$ cat src/rtl/and2_arb.sv
// Four-requester round-robin arbiter sharing a single W-bit AND unit.
// A granted result is held until the consumer accepts it with y_ready.
module and2_arb #(
    parameter int W = 2
) (
    input  logic           clk,
    input  logic           rst_n,
    input  logic [3:0]     req,
    input  logic [4*W-1:0] a_in,
    input  logic [4*W-1:0] b_in,
    output logic [3:0]     gnt,
    output logic [W-1:0]   y,
    output logic [1:0]     y_id,
    output logic           y_valid,
    input  logic           y_ready,
    output logic           busy,
    output logic [7:0]     txn_cnt
);

    typedef enum logic {
        IDLE = 1'b0,
        HOLD = 1'b1
    } state_t;

    state_t       state_q, state_d;
    logic [1:0]   ptr_q, ptr_d;
    logic [3:0]   gnt_q, gnt_d;
    logic [W-1:0] y_q, y_d;
    logic [1:0]   y_id_q, y_id_d;
    logic         y_valid_q, y_valid_d;
    logic [7:0]   txn_cnt_q, txn_cnt_d;

    // Rotating the doubled request vector puts requester ptr at bit 0.
    logic [7:0]   req_dbl;
    logic [3:0]   rot_req;
    logic [1:0]   win_off;
    logic [1:0]   win_idx;
    logic         any_req;
    logic [3:0]   win_onehot;
    logic [W-1:0] a_masked [4];
    logic [W-1:0] b_masked [4];
    logic [W-1:0] sel_a;
    logic [W-1:0] sel_b;

    assign req_dbl = {req, req};
    assign rot_req = req_dbl[ptr_q +: 4];
    assign any_req = |req;

    always_comb begin
        win_off = 2'd0;
        for (int i = 3; i >= 0; i--) begin
            if (rot_req[i]) begin
                win_off = 2'(i);
            end
        end
    end

    assign win_idx = ptr_q + win_off;

    genvar gi;
    generate
        for (gi = 0; gi < 4; gi++) begin : g_sel
            assign win_onehot[gi] = (win_idx == 2'(gi));
            assign a_masked[gi]   = a_in[gi*W +: W] & {W{win_onehot[gi]}};
            assign b_masked[gi]   = b_in[gi*W +: W] & {W{win_onehot[gi]}};
        end
    endgenerate

    // Operands are muxed first so only one AND unit is needed.
    always_comb begin
        sel_a = '0;
        sel_b = '0;
        for (int i = 0; i < 4; i++) begin
            sel_a = sel_a | a_masked[i];
            sel_b = sel_b | b_masked[i];
        end
    end

    always_comb begin
        state_d   = state_q;
        ptr_d     = ptr_q;
        gnt_d     = 4'b0000;
        y_d       = y_q;
        y_id_d    = y_id_q;
        y_valid_d = y_valid_q;
        txn_cnt_d = txn_cnt_q;
        case (state_q)
            IDLE: begin
                if (any_req) begin
                    y_d       = sel_a & sel_b;
                    y_id_d    = win_idx;
                    y_valid_d = 1'b1;
                    gnt_d     = win_onehot;
                    ptr_d     = win_idx + 2'd1;
                    state_d   = HOLD;
                end
            end
            HOLD: begin
                if (y_ready) begin
                    y_valid_d = 1'b0;
                    txn_cnt_d = txn_cnt_q + 8'd1;
                    state_d   = IDLE;
                end
            end
            default: state_d = IDLE;
        endcase
    end

    always_ff @(posedge clk or negedge rst_n) begin
        if (!rst_n) begin
            state_q   <= IDLE;
            ptr_q     <= 2'd0;
            gnt_q     <= 4'b0000;
            y_q       <= '0;
            y_id_q    <= 2'd0;
            y_valid_q <= 1'b0;
            txn_cnt_q <= 8'd0;
        end else begin
            state_q   <= state_d;
            ptr_q     <= ptr_d;
            gnt_q     <= gnt_d;
            y_q       <= y_d;
            y_id_q    <= y_id_d;
            y_valid_q <= y_valid_d;
            txn_cnt_q <= txn_cnt_d;
        end
    end

    assign gnt     = gnt_q;
    assign y       = y_q;
    assign y_id    = y_id_q;
    assign y_valid = y_valid_q;
    assign busy    = (state_q == HOLD);
    assign txn_cnt = txn_cnt_q;

endmodule

$ cat config.mk
export PLATFORM = sky130hd
export DESIGN_NAME = and2_arb
export DESIGN_NICKNAME = d
export VERILOG_FILES = /design/src/rtl/and2_arb.sv
export SDC_FILE = /design/constraint.sdc
export NUM_CORES = 1
export LEC_CHECK = 0
export CAP_MARGIN = 20
export CORE_ASPECT_RATIO = 0.9
export CORE_MARGIN = 5
export CORE_UTILIZATION = 44
export DETAILED_ROUTE_END_ITERATION = 10
export GPL_ROUTABILITY_DRIVEN = 0
export HOLD_SLACK_MARGIN = 0.1
export PLACE_DENSITY = 0.77
export SKIP_CTS_REPAIR_TIMING = 1
export SLEW_MARGIN = 20
export SYNTH_ARGS = -nofsm -noshare
export SYNTH_HDL_FRONTEND = slang
export SYNTH_SLANG_ARGS = --single-unit
$ cat constraint.sdc
create_clock -name clk -period 2.4 [get_ports clk]
set_clock_uncertainty 0.15 [all_clocks]
set_input_delay 0.48 -clock clk [delete_from_list [all_inputs] [get_ports clk]]
set_output_delay 0.48 -clock clk [all_outputs]
set_load 0.02 [all_outputs]
## Word level (Yosys, flattened, before mapping)

Cells that the tools add are included.

- Shifts and indexed selects: 1
- Reductions and logical operators: 5
- $lt $le $gt $ge: 0
- Multiplexer cells: 12
- Div/mod/pow operators: 0
- Add/sub/neg operators: 3
- Equality and inequality tests: 5
- Bitwise gates (word level): 16
- Multiply operators: 0

Operators with widths:

| cell | count |
|---|---|
| bitwise AND 2 bit | 9 |
| OR 2 bit | 6 |
| adder 8 x 1 -> 8 bit (second input constant) | 1 |
| two-way mux 2 bit | 4 |
| two-way mux 4 bit | 2 |
| variable part select 8 x 3 -> 4 bit | 1 |
| AND reduction 2 bit | 3 |
| equality test 2 bit (second input constant) | 2 |
| two-way mux 1 bit | 4 |
| inequality test 2 bit (second input constant) | 2 |
| one-hot mux 1 bit (2 select lines) | 2 |
| OR reduction 4 bit | 1 |
| adder 2 x 1 -> 2 bit (second input constant) | 1 |
| adder 2 bit | 1 |
| equality test 2 x 1 -> 1 bit (second input constant) | 1 |
| zero test 2 bit | 1 |
| NOT 1 bit | 1 |

- Word-level logic and storage cells: 49
- Bits in writable memories: 0
- Output and inout bits: 18
- Bits in registers: 20
- Bits of input ports: 23
- Memories: 0
- Latch bits: 0
- ROM bits: 0

## Longest topological paths before layout

- Depth after elaboration: 12
- Gate-level depth with buffers: 12

## Least setup slack after synthesis

OpenSTA, ideal clock, no wires.

- Path kind: in2reg
- Start: input req[2]
- End: register y_q[0], in the netlist y[0]
- Data required time: 2.114 ns
- Cell stages on the path: 11
- Data arrival time: 1.937 ns
- Path buffers: 1
- Library setup time: 0.136 ns
- Path slack: 0.177 ns
- Cell sequence: buf_4 nor2b_1 a21oi_1 nor2_1 a21oi_1 a21oi_1 ha_1 xnor2_1 a31oi_1 o211ai_1 o311ai_1

- Longest elaborated chain between the ends: 12
- Elaborated cells on any way between the ends: 27
- Those cells by class: add/sub (1); eq/ne (3); shift (1); mux (4); bitwise (15); reduce/logical (3)

Ends and longest elaborated chain:

| what | line | source |
|---|---|---|
| start: declaration | 8 | `input logic [3:0] req,` |
| variable part select 8 x 3 -> 4 bit | 46 | `assign rot_req = req_dbl[ptr_q +: 4];` |
| two-way mux 2 bit (4 in a row) | 52 | `if (rot_req[i]) begin` |
| adder 2 bit | 58 | `assign win_idx = ptr_q + win_off;` |
| equality test 2 x 1 -> 1 bit / zero test 2 bit (equally long branches) | 63 | `assign win_onehot[gi] = (win_idx == 2'(gi));` |
| bitwise AND 2 bit, on equally long branches | 64, 65 |  |
| OR 2 bit, on equally long branches (3 in a row) | 74, 75 |  |
| bitwise AND 2 bit | 90 | `y_d = sel_a & sel_b;` |
| end signal: assignment | 122 | `y_q <= y_d;` |
| end: declaration | 28 | `logic [W-1:0] y_q, y_d;` |

Parallel ways exist; a longest one is shown, timed or not.
A chain may end at the register's enable or synchronous reset.

## Worst setup path in the final report

- Start: register ptr_q[1]
- End: register ptr_q[1]

- Longest elaborated chain between the ends: 7

Ends and longest elaborated chain:

| what | line | source |
|---|---|---|
| start: declaration | 26 | `logic [1:0] ptr_q, ptr_d;` |
| start signal: assignment | 120 | `ptr_q <= ptr_d;` |
| variable part select 8 x 3 -> 4 bit | 46 |  |
| two-way mux 2 bit (4 in a row) | 52 |  |
| adder 2 bit * | 58 |  |
| adder 2 x 1 -> 2 bit * | 94 | `ptr_d = win_idx + 2'd1;` |

Mark *: on every way between the ends. The rest lies on a longest branch, timed or not.

==> results.md <==
STA:
- The count of final hold-check violations is 0.
- The number of slew-limit violations in the final report is 0.
- Timing would allow up to 0.4451 GHz.
- The period utilization is 93.61%.
- Setup violations remaining at the end of the flow were counted as 0.
- For the pin with the worst max-slew slack, the measured transition is 583.3 ps.
- In this run the tightest slew margin relative to its limit is 60.79%.
- The final period demand of the worst path is 2247 ps.

Clock network:
- Clock tree synthesis found a total of 20 sinks.
- At the later pin of the worst-skew pair, clock insertion delay measures 300 ps.
- Clock-pin slew was measured on the worst setup and hold paths at 110 ps.
- TritonCTS built the clock tree.
- The TritonCTS buffer count is 3.
- The number of buffers between clock root and the deepest sink is 2.
- The maximum level of the CTS H-tree is 1.
- The cell sitting at the root of the clock tree is a sky130_fd_sc_hd__clkbuf_4.

Worst setup path:
- Among all stages on the critical path, the largest delay is contributed by sky130_fd_sc_hd__dfrtp_1.
- Of all nets on the critical path, the largest fanout is 3.
- By instance count, the cell type seen most on the critical path is sky130_fd_sc_hd__a21oi_1.
- The critical path goes through nand2b_1 > a21oi_1 > nor2_1 > a21oi_1 > a21oi_1 > ha_2 > buf_4 > xnor2_1 > nor4_1 > o21ai_1 > xnor2_1.
- The nature of the critical path endpoint is a flop.
- The type of the worst setup path is reg -> reg.
- The delay of the slowest cell on the worst path is 410 ps.
- STA classifies the critical path startpoint as a flop.
- Data on the critical path is required at its endpoint by 2450 ps.
- The signal arrival time at the worst endpoint is 2300 ps.

Cells and area:
- After filler insertion, the fill cell instance count of the layout stands at 206.
- Compared with the post-synthesis result, the final layout area differs by 46.96%.
- In the final design database the tool counted 194 nets.
- The share of cells above drive strength 1 is 19.64%.
- The commonest non-fill, non-tap cell in the layout is sky130_fd_sc_hd__clkdlybuf4s50_1.
- The number of antenna diodes is 0.
- The share of the core filled with cells is 68.64%.
- The top cell types in the final layout, fill and taps aside, are sky130_fd_sc_hd__clkdlybuf4s50_1 (36), sky130_fd_sc_hd__dfrtp_1 (20), sky130_fd_sc_hd__buf_4 (13).

GRT:
- The final global-route overflow total is 0.
- The initial antenna violation count is 0.
- The via count of the first global-routing pass is 1039.
- The total routing resource utilization after global routing is 15.01%.
- The largest net degree at the start of global routing is 21.
- The wire length of the first global-routing pass is 4.491 mm.

Placement:
- The count of buffers inserted at the top-level ports is 40.
- The half-perimeter wire length of the detailed placement result is 2.181 mm.

Power and ir drop:
- The leakage power total is 0.0007458 uW.
- Power spread over the standard cell area amounts to 1124 nW/um2.
- The total chip power is 1937 uW.
- The maximum resistive drop on vdd is 0.6823 mV.

Logic synthesis:
- The cell count after synthesis came out at 116.
- In the synthesized netlist the async set-or-reset flop fraction comes to 100.0%.
- In the synthesized netlist the dominant register cell turns out to be sky130_fd_sc_hd__dfrtp_1.
- Summed over its instances, the top area cell type makes up 42.69% of the synthesized netlist area.
- By area the synthesized netlist is led by sky130_fd_sc_hd__dfrtp_1 (43%), sky130_fd_sc_hd__xnor2_1 (6.0%), sky130_fd_sc_hd__nand2_1 (3.8%), sky130_fd_sc_hd__nor2_1 (2.9%), sky130_fd_sc_hd__a21oi_1 (2.6%).
- The total number of yosys warnings is 0.
- The average cell area after synthesis is 10.11 um2.
- After synthesis, flip-flops and latches occupy 42.69% of the total area.
- The library cell with the largest summed area after synthesis is sky130_fd_sc_hd__dfrtp_1.
- In this run the cell area of the synthesized design comes to 1172 um2.
- The distinct cell type count of the synthesized netlist is 43.
- The synthesis-stage register bit count is 20.
- Counting every net in the synthesized netlist gives 141.
- The number of synthesized flops with an enable pin is 0.

Drt:
- The routed wire length is 2.801 mm.
- The initial detailed-routing violation count is 23.
- Before antenna repair, the detailed router went through 4 iterations.
- Once detail routing completed, the nets flagged for antenna violations numbered 0.
- In the final routed layout, each cell accounts on average for 14.29 um.
- Detailed routing inserted a total of 1043 vias.
- For this run, design rule violations remaining after detail routing come to 0.
- The vias per cell is 5.321.

Die:
- The die outline area is 3798 um2.
- Measured along the x axis, the die boundary spans 64.41 um.
- Once the floorplan was initialized, standard cells occupied 46.71% of the core.
- From bottom edge to top edge, the die measures 58.97 um.
- The row count is 17.
- The total I/O pin count is 41.
- The core region is 2510 um2.

Run:
- The max-capacitance violation count is 0.

Worst hold path:
- The classification of the worst-slack hold path is reg -> reg.

Outcome:
- The run finished with clean final reports.
## Yosys cell counts (2+ instances only)
| cell type | instances |
|---|---|
| sky130_fd_sc_hd__o21ai_0 | 4 |
| sky130_fd_sc_hd__inv_1 | 2 |
| sky130_fd_sc_hd__nor4_1 | 3 |
| sky130_fd_sc_hd__buf_6 | 2 |
| sky130_fd_sc_hd__a21oi_1 | 6 |
| sky130_fd_sc_hd__a31oi_1 | 3 |
| sky130_fd_sc_hd__nand4_1 | 2 |
| sky130_fd_sc_hd__nand2_1 | 12 |
| sky130_fd_sc_hd__nor2_1 | 9 |
| sky130_fd_sc_hd__ha_1 | 2 |
| sky130_fd_sc_hd__o311ai_1 | 2 |
| sky130_fd_sc_hd__nand2b_1 | 3 |
| sky130_fd_sc_hd__buf_4 | 2 |
| sky130_fd_sc_hd__dfrtp_1 | 20 |
| sky130_fd_sc_hd__nor3_1 | 3 |
| sky130_fd_sc_hd__o21ai_1 | 2 |
| sky130_fd_sc_hd__o211ai_1 | 2 |
| sky130_fd_sc_hd__xor2_1 | 3 |
| sky130_fd_sc_hd__xnor2_1 | 8 |
| sky130_fd_sc_hd__nand3_1 | 3 |
## kinds of logic after synthesis
logic type	Yosys count	share of synthesized area, %
buf+inv	8	5.442
fa+ha+maj	2	2.134
compound gates	26	16.01
simple gates	47	23.69
flops	20	42.69
mux	2	1.814
xor+xnor	11	8.218
## critical path, delay by kind of cell (launching register included)
family | cells | cell delay [ps]
compound gates | 4 | 460
xor+xnor | 2 | 280
fa+ha+maj | 1 | 200
buf+inv | 1 | 130
flops | 1 | 410
simple gates | 3 | 510
## routing by layer
layer,part of all wire (%),up-vias,GRT usage (%)
li1,-,520,-
met3,6.5,7,4.554
met5,0,-,0
met2,47,35,26.18
met1,44,481,17.48
met4,1.9,0,5.723
## worst paths after layout
path / from / endpoint / slack (ps) / depth (start not counted)
setup reg to reg: ptr_q[1] / ptr_q[1] / 150 / 11
hold / removal: txn_cnt[7] / txn_cnt[7] / 330 / 1
min in group asynchronous: rst_n / gnt[2] / 350 / 2
max in group asynchronous: rst_n / txn_cnt[3] / 1540 / 2
hold reg to reg: txn_cnt[7] / txn_cnt[7] / 330 / 1
setup / recovery: ptr_q[1] / ptr_q[1] / 150 / 11
## sequential cells by signal (all words and copies together), names as in the netlist
| name | count |
|---|---|
| txn_cnt | 8 |
| gnt | 4 |
| ptr_q | 2 |
| y | 2 |
| y_id | 2 |
| busy | 1 |
| y_valid | 1 |
## per-stage QoR
step           setup WS (ps)  setup TNS (ps)  instances  hold slack, ps  area (um2)
2_1_floorplan          177.3               0        116           34.41        1172
3_3_place_gp          -278.3           -1695        191           308.8        1649
3_5_place_dp          -401.2           -2675        191           323.0        1649
4_1_cts               -65.29          -136.2        195           338.7        1685
5_1_grt               -10.62          -10.62        196           370.5        1723
6_report               153.3               0        196           328.8        1723
## report_power, final
| part | switching (uW) | internal [uW] |
|---|---|---|
| registers | 107 | 459 |
| clock network | 99.0 | 92.6 |
| logic | 593 | 585 |
## layout make-up
class / count / area (um2) / area share (%)
Clock buffer: 4 / 36.28 / 2.106
Inverter: 2 / 7.507 / 0.4357
Tap cell: 28 / 35.03 / 2.033
Multi-Input combinational cell: 88 / 624.3 / 36.24
Timing Repair Buffer: 54 / 519.2 / 30.14
Sequential cell: 20 / 500.5 / 29.05
(Power assumes the default switching activity.)
